### src/rtl/reg_scoreboard_if.sv
// Issue/writeback/kill bundle between the pipeline and the register scoreboard.
// master: pipeline side (drives ID, WB, kill); slave: scoreboard (returns stall/issue/status).
interface reg_scoreboard_if;
    logic       id_valid;
    logic [4:0] id_ra;
    logic [4:0] id_rb;
    logic       id_ra_use;
    logic       id_rb_use;
    logic [4:0] id_rw;
    logic       id_wen;
    logic       stall;
    logic       issue;
    logic       wb_wen;
    logic [4:0] wb_rw;
    logic       kill_wen;
    logic [4:0] kill_rw;
    logic       any_pending;
    logic       err;

    modport master (
        output id_valid, id_ra, id_rb, id_ra_use, id_rb_use,
        output id_rw, id_wen, wb_wen, wb_rw, kill_wen, kill_rw,
        input  stall, issue, any_pending, err
    );

    modport slave (
        input  id_valid, id_ra, id_rb, id_ra_use, id_rb_use,
        input  id_rw, id_wen, wb_wen, wb_rw, kill_wen, kill_rw,
        output stall, issue, any_pending, err
    );
endinterface

### src/rtl/reg_scoreboard.sv
// Per-register pending-write counters; stalls ID while a source awaits WB.
// Ports: clk, rst (async high), sb (slave: ID/WB/kill in, stall/issue/any_pending/err out).
module reg_scoreboard #(
    parameter int CNT_W = 2
) (
    input  logic              clk,
    input  logic              rst,
    reg_scoreboard_if.slave   sb
);
    localparam int W = CNT_W + 2;
    localparam logic [CNT_W-1:0] CNT_MAX = '1;

    // Entry 0 is held at zero so r0 never reads as pending.
    logic [31:0][CNT_W-1:0] cnt_q;
    logic [31:0][CNT_W-1:0] cnt_d;
    logic [31:0][1:0]       ret;
    logic                   any_pending_q;
    logic                   any_pending_d;
    logic                   err_q;
    logic                   err_d;
    logic                   haz_a;
    logic                   haz_b;
    logic                   ovf;
    logic                   stall;
    logic                   issue;
    logic                   inc;
    logic [W-1:0]           sum;
    logic [W-1:0]           dec;

    // Same-cycle retires (WB and kill) per register, 0..2.
    always_comb begin
        ret = '0;
        for (int r = 1; r < 32; r++) begin
            ret[r] = 2'(sb.wb_wen && sb.wb_rw == 5'(r))
                   + 2'(sb.kill_wen && sb.kill_rw == 5'(r));
        end
    end

    // A source is clear once every pending write retires this cycle,
    // because the register file writes on negedge.
    always_comb begin
        haz_a = sb.id_ra_use && sb.id_ra != 5'd0
             && (W'(cnt_q[sb.id_ra]) > W'(ret[sb.id_ra]));
        haz_b = sb.id_rb_use && sb.id_rb != 5'd0
             && (W'(cnt_q[sb.id_rb]) > W'(ret[sb.id_rb]));
        ovf   = sb.id_wen && sb.id_rw != 5'd0
             && cnt_q[sb.id_rw] == CNT_MAX
             && ret[sb.id_rw] == 2'd0;
        stall = sb.id_valid && (haz_a || haz_b || ovf);
        issue = sb.id_valid && !stall;
    end

    assign sb.stall       = stall;
    assign sb.issue       = issue;
    assign sb.any_pending = any_pending_q;
    assign sb.err         = err_q;

    // Net update computed in a wider domain so nothing wraps transiently.
    always_comb begin
        cnt_d         = '0;
        err_d         = err_q;
        any_pending_d = 1'b0;
        inc           = 1'b0;
        sum           = '0;
        dec           = '0;
        for (int r = 1; r < 32; r++) begin
            inc = issue && sb.id_wen && sb.id_rw == 5'(r);
            sum = W'(cnt_q[r]) + W'(inc);
            dec = W'(ret[r]);
            if (W'(cnt_q[r]) < dec) begin
                err_d = 1'b1;
            end
            if (sum < dec) begin
                cnt_d[r] = '0;
            end else begin
                cnt_d[r] = CNT_W'(sum - dec);
            end
            if (cnt_d[r] != '0) begin
                any_pending_d = 1'b1;
            end
        end
    end

    always_ff @(posedge clk or posedge rst) begin
        if (rst) begin
            cnt_q         <= '0;
            any_pending_q <= 1'b0;
            err_q         <= 1'b0;
        end else begin
            cnt_q         <= cnt_d;
            any_pending_q <= any_pending_d;
            err_q         <= err_d;
        end
    end
endmodule

### src/flat_wrapper.sv
// flat-port wrapper written by rule: the top's interface ports become plain ports
module reg_scoreboard_flat 
#(
    parameter int CNT_W = 2
)
  (clk, rst, sb_id_valid, sb_id_ra, sb_id_rb, sb_id_ra_use, sb_id_rb_use, sb_id_rw, sb_id_wen, sb_wb_wen, sb_wb_rw, sb_kill_wen, sb_kill_rw, sb_stall, sb_issue, sb_any_pending, sb_err);
  reg_scoreboard_if sb_i ();
  input  logic clk;
  input  logic rst;
  input wire logic [$bits(sb_i.id_valid)-1:0] sb_id_valid;
  input wire logic [$bits(sb_i.id_ra)-1:0] sb_id_ra;
  input wire logic [$bits(sb_i.id_rb)-1:0] sb_id_rb;
  input wire logic [$bits(sb_i.id_ra_use)-1:0] sb_id_ra_use;
  input wire logic [$bits(sb_i.id_rb_use)-1:0] sb_id_rb_use;
  input wire logic [$bits(sb_i.id_rw)-1:0] sb_id_rw;
  input wire logic [$bits(sb_i.id_wen)-1:0] sb_id_wen;
  input wire logic [$bits(sb_i.wb_wen)-1:0] sb_wb_wen;
  input wire logic [$bits(sb_i.wb_rw)-1:0] sb_wb_rw;
  input wire logic [$bits(sb_i.kill_wen)-1:0] sb_kill_wen;
  input wire logic [$bits(sb_i.kill_rw)-1:0] sb_kill_rw;
  output wire logic [$bits(sb_i.stall)-1:0] sb_stall;
  output wire logic [$bits(sb_i.issue)-1:0] sb_issue;
  output wire logic [$bits(sb_i.any_pending)-1:0] sb_any_pending;
  output wire logic [$bits(sb_i.err)-1:0] sb_err;
  assign sb_i.id_valid = sb_id_valid;
  assign sb_i.id_ra = sb_id_ra;
  assign sb_i.id_rb = sb_id_rb;
  assign sb_i.id_ra_use = sb_id_ra_use;
  assign sb_i.id_rb_use = sb_id_rb_use;
  assign sb_i.id_rw = sb_id_rw;
  assign sb_i.id_wen = sb_id_wen;
  assign sb_i.wb_wen = sb_wb_wen;
  assign sb_i.wb_rw = sb_wb_rw;
  assign sb_i.kill_wen = sb_kill_wen;
  assign sb_i.kill_rw = sb_kill_rw;
  assign sb_stall = sb_i.stall;
  assign sb_issue = sb_i.issue;
  assign sb_any_pending = sb_i.any_pending;
  assign sb_err = sb_i.err;
  reg_scoreboard #(.CNT_W(CNT_W)) u_core (.clk(clk), .rst(rst), .sb(sb_i));
endmodule
### config.mk
export PLATFORM = sky130hd
export DESIGN_NAME = reg_scoreboard_flat
export DESIGN_NICKNAME = d
export VERILOG_FILES = /design/src/rtl/reg_scoreboard_if.sv /design/src/rtl/reg_scoreboard.sv /design/src/flat_wrapper.sv
export SDC_FILE = /design/constraint.sdc
export NUM_CORES = 1
export LEC_CHECK = 0
export BUFFER_PORTS_ARGS = -buffer_cell sky130_fd_sc_hd__buf_2
export CAP_MARGIN = 10
export CORE_ASPECT_RATIO = 1.75
export CORE_MARGIN = 4
export CORE_UTILIZATION = 40
export CTS_CLUSTER_SIZE = 12
export DETAILED_ROUTE_END_ITERATION = 6
export HOLD_SLACK_MARGIN = 0.03
export PLACE_DENSITY_LB_ADDON = 0.12
export SLEW_MARGIN = 20
export SYNTH_ARGS = -nofsm -noshare
export SYNTH_HDL_FRONTEND = slang
export SYNTH_SLANG_ARGS = --single-unit
export TNS_END_PERCENT = 30
### constraint.sdc
create_clock -name clk -period 4.65 [get_ports clk]
set_input_delay 0.2325 -clock clk [delete_from_list [all_inputs] [get_ports clk]]
set_output_delay 0.2325 -clock clk [all_outputs]
set_load 0.02 [all_outputs]
**Word level (Yosys, flattened, before mapping)**

Index checks and enable logic that the tools add are counted.

- Register bits after elaboration: 64
- Word-level logic and storage cells: 534
- Bits of input ports: 33
- Output and inout bits: 4

- Muxes and demuxes: 105
- Equal/unequal tests: 94
- Add/subtract/negate cells: 93
- Reduce and logical (&&, ||, !) cells: 142
- Order comparisons: 67

Operator list:

| kind | count |
|---|---|
| $eq A5 B5 Y1 const B | 48 |
| $eq A5 B4 Y1 const B | 24 |
| $logic_and A1 B1 Y1 | 103 |
| $add A2 B1 Y3 | 31 |
| $lt A3 B2 Y1 | 31 |
| $mux W2 | 37 |
| $add A1 B1 Y2 | 31 |
| $lt A2 B2 Y1 | 31 |
| $mux W1 | 62 |
| $reduce_bool A2 Y1 | 31 |
| $sub A2 B2 Y2 | 31 |
| $bmux W2 S5 | 6 |
| $eq A5 B3 Y1 const B | 12 |
| $reduce_bool A31 Y1 | 1 |
| $eq A5 B2 Y1 const B | 6 |
| $lt A5 B6 Y1 const B | 3 |
| $eq A5 B1 Y1 const B | 3 |
| $reduce_bool A5 Y1 | 3 |
| $gt A2 B2 Y1 | 2 |
| $eq A2 B2 Y1 const B | 1 |
| $logic_not A2 Y1 | 1 |
| $logic_or A1 B1 Y1 | 2 |
| $logic_not A1 Y1 | 1 |

**Logic depth before layout (Yosys ltp)**

- Depth in word-level cells: 49
- Gate-level depth with buffers: 26
- Gate-level depth less buffers: 25

**Worst setup path before layout**

No wires, ideal clock.

- Path type: input -> register
- Start point: in sb_kill_rw[3]
- End point: reg u_core.any_pending_q, in the netlist u_core.sb.any_pending
- Path slack: -0.779 ns
- Data required time: 4.511 ns
- Library setup time: 0.139 ns
- Cell stages on the path: 23
- Buffers on the path: 1
- Arrival time: 5.290 ns
- Path through: or2_2 -> clkbuf_1 -> nor2_1 -> ha_1 -> mux2_2 -> a22o_1 -> mux4_2 -> nor2_1 -> a21oi_1 -> ha_1 -> nand2_1 -> nand2_1 -> o32a_1 -> o21ai_1 -> nor4_1 -> ha_1 -> fa_1 -> xnor2_1 -> a222oi_1 -> or4b_1 -> nor3_1 -> nand4_1 -> or4_1

- Cells in the longest elaborated chain, start to end: 49
- Elaborated cells on any way between the ends: 328
- Classes of those cells: 93 x add/sub; 33 x order compare; 31 x eq/ne; 68 x mux; 103 x reduce/logical

RTL lines:

| what | RTL line | text |
|---|---|---|
| start, declared | flat_wrapper.sv:20 | `input wire logic [$bits(sb_i.kill_rw)-1:0] sb_kill_rw;` |
| $eq A5 B1 Y1 (tied with other cells) | reg_scoreboard.sv:35 | `+ 2'(sb.kill_wen && sb.kill_rw == 5'(r));` |
| $logic_and A1 B1 Y1 | reg_scoreboard.sv:35 |  |
| $add A1 B1 Y2 | reg_scoreboard.sv:35 |  |
| $bmux W2 S5, on equally long branches | reg_scoreboard.sv:43, reg_scoreboard.sv:45 |  |
| $mux W2, on equally long branches | reg_scoreboard.sv:43, reg_scoreboard.sv:45 |  |
| $gt A2 B2 Y1, on equally long branches | reg_scoreboard.sv:43, reg_scoreboard.sv:45 |  |
| $logic_and A1 B1 Y1, on equally long branches | reg_scoreboard.sv:43, reg_scoreboard.sv:45 |  |
| $logic_or A1 B1 Y1 (2 in series) | reg_scoreboard.sv:49 | `stall = sb.id_valid && (haz_a \|\| haz_b \|\| ovf);` |
| [3 not listed] | - |  |
| $logic_and A1 B1 Y1 (2 in series) | reg_scoreboard.sv:67 | `inc = issue && sb.id_wen && sb.id_rw == 5'(r);` |
| $add A2 B1 Y3 | reg_scoreboard.sv:68 | `sum = W'(cnt_q[r]) + W'(inc);` |
| $lt A3 B2 Y1 or $sub A2 B2 Y2 (tied branches) | reg_scoreboard.sv:73, reg_scoreboard.sv:76 |  |
| $mux W2 | reg_scoreboard.sv:73 | `if (sum < dec) begin` |
| $reduce_bool A2 Y1 | reg_scoreboard.sv:78 | `if (cnt_d[r] != '0) begin` |
| $mux W1 (30 in series) | reg_scoreboard.sv:78 |  |
| $mux W1 * | reg_scoreboard.sv:78 |  |
| net u_core.any_pending_d | reg_scoreboard.sv:18 | `logic any_pending_d;` |
| end signal, assigned | reg_scoreboard.sv:91 | `any_pending_q <= any_pending_d;` |
| end, declared | reg_scoreboard.sv:17 | `logic any_pending_q;` |

The timed path passes the listed nets; every way through them passes the cells marked *. The select of a mux whose other input is x is not followed.
A chain may end at the register's enable or synchronous reset.

==> impl_results.md <==
* Outcome: complete, but fails checks
* Violations in the final reports: setup timing
* Worst Path Required at 4.89 ns
* Comb pwr share at 0.517
* Ys async rst share at 1.00
* Cells after synthesis at 1035
* Critical Path Slowest Stage Cell: or4_1
* Avg Inst Size Synth at 9.45 µm²
* Total iterations of the first detailed-routing run at 5
* Post-route cell area at 0.0142 mm²
* Die Span Y at 215 µm
* Busiest grt layer: met2
* Initial antenna violation count at 1
* Core ar. at 0.0240 mm²
* Area of the die at 0.0271 mm²
* Routability cong. at 1.02
* Global Route met1 Usage at 0.319
* Clock period minus worst slack at 5.71 ns
* Maximum vdd drop at 208 µV
* DRC at 0
* Vias at 9933
* Buffers on Ports at 36
* Clk buf depth at 2
* Pwr Total at 3.28 mW
* Initial Utilization at 0.407
* Final setup fails at 11
* Num CTS Buffers at 9
* Fin nets at 1619
* Crit-path cells: buf_2 -> nand2b_1 -> nor2_1 -> ha_4 -> mux4_2 -> mux4_2 -> nor2_1 -> a21oi_1 -> ha_1 -> nand2_1 -> o211ai_1 -> o32a_1 -> buf_6 -> o31ai_4 -> nor4b_4 -> ha_2 -> fa_1 -> xnor2_1 -> and2_1 -> or4_1 -> nor3_2 -> nand4_1 -> or4_1
* Main flop type after synthesis: dfrtp_1
* Die X-Extent at 126 µm
* I/O pin cnt at 37
* Post-synth EDFFs at 0
* Final hold vios at 0
* YS warnings at 0
* First-pass GRT wire length at 64200 µm
* Root buffer cell: clkbuf_16
* CP max stage delay at 0.56 ns
* RSZ-0062 raised after global routing: true
* Post-Place Cell Area at 0.0129 mm²
* CP arrival at 5.95 ns
* Drt wl/cell at 25.1 µm
* Clock Power Share at 0.217
* CP Capture Type: register
* FMAX at 0.175 GHz
* H-tree depth at 3
* Clock latency on the worst-skew pair at 0.38 ns
* Max Cap Violations at 0
* CTS sink cnt at 64
* Pwr dens at 231 mW/mm²
* NetSw at 1.33 mW
* Most frequent cells in the layout: buf_4 (336), ha_1 (129), nor2_1 (118)
* Int Pwr at 1.95 mW
* Final period utilization at 1.23
* Distinct cells, synth at 62
* Max Slew Vio Count at 0
* Share of layout cells above drive strength 1 at 0.455
* Post-route antenna net violation count at 0
* GR Overflow Total at 0
* Clock Skews at 0.00952 ns
* Total GRT Usage at 0.319
* Slew @ Worst Pin at 0.983 ns
* Pre-CTS setup slack at -1.90 ns
* Slew margin rel. at 0.344
* Worst Hold Class: in -> async
* Most common cell after layout, fill and taps aside: buf_4
* P_leak at 6.55 nW
* Vias in the first global route at 10600
* DP Wirelength at 36200 µm
* CP startpoint kind: primary input
* Syn Nets at 1258
* Clk pin slew, worst setup/hold paths at 0.06 ns
* Grt met2 use at 0.570
* Worst hold slack at 0.466 ns
* Post-synthesis cell area at 0.00978 mm²
* Sequential power share at 0.266
* Max FO, Critical Path at 5
* CTS tree: yes
* Slack of the critical path at -1.06 ns
* Routed vias/inst at 5.81
* Largest net degree at the start of global routing at 42
* Crit path kind: in -> reg
* WL final at 43000 µm
* Part of the Yosys area used for sequential elements at 0.164
* #FFs+latches synth at 64
* Global routing usage on met3 at 0.0489
* Detailed Route Iter0 Violations at 807
* Fraction of power spent switching nets at 0.405
* Area Growth Syn to Fin at 45.5%
* Row count at 75
-- power by group through the flow --
stage	Combinational [mW]	Sequential, mW	Clock, mW
CTS	1.58	0.862	0.725
finish	1.70	0.873	0.712
global placement	1.46	0.870	0
detailed placement	1.48	0.871	0
floorplan	0.774	0.803	0
global route	1.83	0.880	0.746
-- timing repair --
action                                  in CTS  in global routing
hold buffers                                 1                  0
cloned                                       2                  0
pin swaps                                   29                 50
resized for setup                           73                106
buffers inserted                             9                 10
endpoints found under the setup margin      25                 53
hold endpoints to repair                    23                  0
-- state kept, by name, indices dropped and copies added (netlist names) --
name and flops:
u_core.sb.any_pending 1, u_core.cnt_q 62, u_core.sb.err 1
-- stage by stage --
stage,utilization,instances,setup TNS [ns]
3_5_place_dp,0.538,1674,-22.83
2_1_floorplan,-,1035,-0.670
5_1_grt,0.592,1710,-7.68
3_3_place_gp,0.538,1674,-20.98
6_report,0.592,1710,-2.17
4_1_cts,0.570,1702,-1.96
-- layer usage --
metal / up-vias / share of wire
met3: 191 / 0.045
met4: 0 / 0.10
met1: 4833 / 0.33
met5: - / 0
li1: 4504 / -
met2: 405 / 0.52
-- logic make-up (layout without fill, tap and decap cells) --
kind of cell / Yosys count / after routing / synth area share
mux: 98 / 98 / 0.192
other cells: 0 / 1 / 0
xor+xnor: 31 / 31 / 0.0278
flops: 64 / 64 / 0.164
fa+ha+maj: 190 / 190 / 0.267
simple gates: 403 / 403 / 0.212
compound gates: 133 / 135 / 0.0852
buf+inv: 116 / 480 / 0.0516
-- synth_stat cells (5+ instances only) --
| cell | number | area (µm²) |
|---|---|---|
| nor3_1 | 13 | 65.1 |
| o21ai_0 | 18 | 90.1 |
| nor4_1 | 40 | 250 |
| nand4_1 | 11 | 68.8 |
| clkbuf_1 | 14 | 52.6 |
| o211ai_1 | 6 | 45.0 |
| fa_1 | 31 | 621 |
| inv_1 | 74 | 278 |
| xnor2_1 | 31 | 272 |
| o311ai_0 | 5 | 43.8 |
| nand3_1 | 13 | 65.1 |
| dfrtp_1 | 64 | 1600 |
| nand2_1 | 39 | 146 |
| mux2i_1 | 9 | 90.1 |
| mux2_2 | 21 | 236 |
| mux4_1 | 6 | 158 |
| nor4b_1 | 7 | 61.3 |
| nand2b_1 | 36 | 225 |
| o22ai_1 | 8 | 50.1 |
| nor2_1 | 150 | 563 |
| mux4_2 | 62 | 1400 |
| and2_1 | 29 | 181 |
| a22o_1 | 9 | 78.8 |
| or2_2 | 7 | 43.8 |
| buf_2 | 19 | 95.1 |
| or3_1 | 7 | 43.8 |
| nor2b_1 | 20 | 125 |
| ha_1 | 159 | 1990 |
| nor3b_1 | 17 | 128 |
| a21oi_1 | 64 | 320 |
-- critical path, delay by kind of cell --
kind / cells / cell delay, ns
buffers and inverters: 2 / 0.28
AND/OR/NAND/NOR: 10 / 2.50
AO/OA/AOI/OAI: 4 / 0.58
multiplexers: 2 / 0.98
XOR/XNOR: 1 / 0.14
adder cells (fa/ha/maj): 4 / 1.21
-- area by class of cell --
cell class / instances / area (µm²)
Fill cell: 2133 / 9790
Multi-Input combinational cell: 857 / 8710
Timing Repair Buffer: 390 / 2970
Sequential cell: 64 / 1600
Tap cell: 308 / 385
Inverter: 74 / 278
Clock buffer: 12 / 256
Clock inverter: 4 / 28.8
Antenna cell: 1 / 2.50
-- final timing paths --
check | slack (ns) | endpoint | depth (start not counted) | start
max reg2reg | -1.02 | u_core.sb.any_pending | 18 | u_core.cnt_q[25]
min | 0.47 | u_core.cnt_q[30] | 3 | rst
min reg2reg | 0.73 | u_core.sb.err | 3 | u_core.sb.err
min in group clk | 0.73 | u_core.sb.err | 3 | u_core.sb.err
max | -1.06 | u_core.sb.any_pending | 23 | sb_kill_rw[3]
max in group asynchronous | 3.12 | u_core.cnt_q[44] | 4 | rst
No activity file was read; power rests on OpenSTA's default activity.
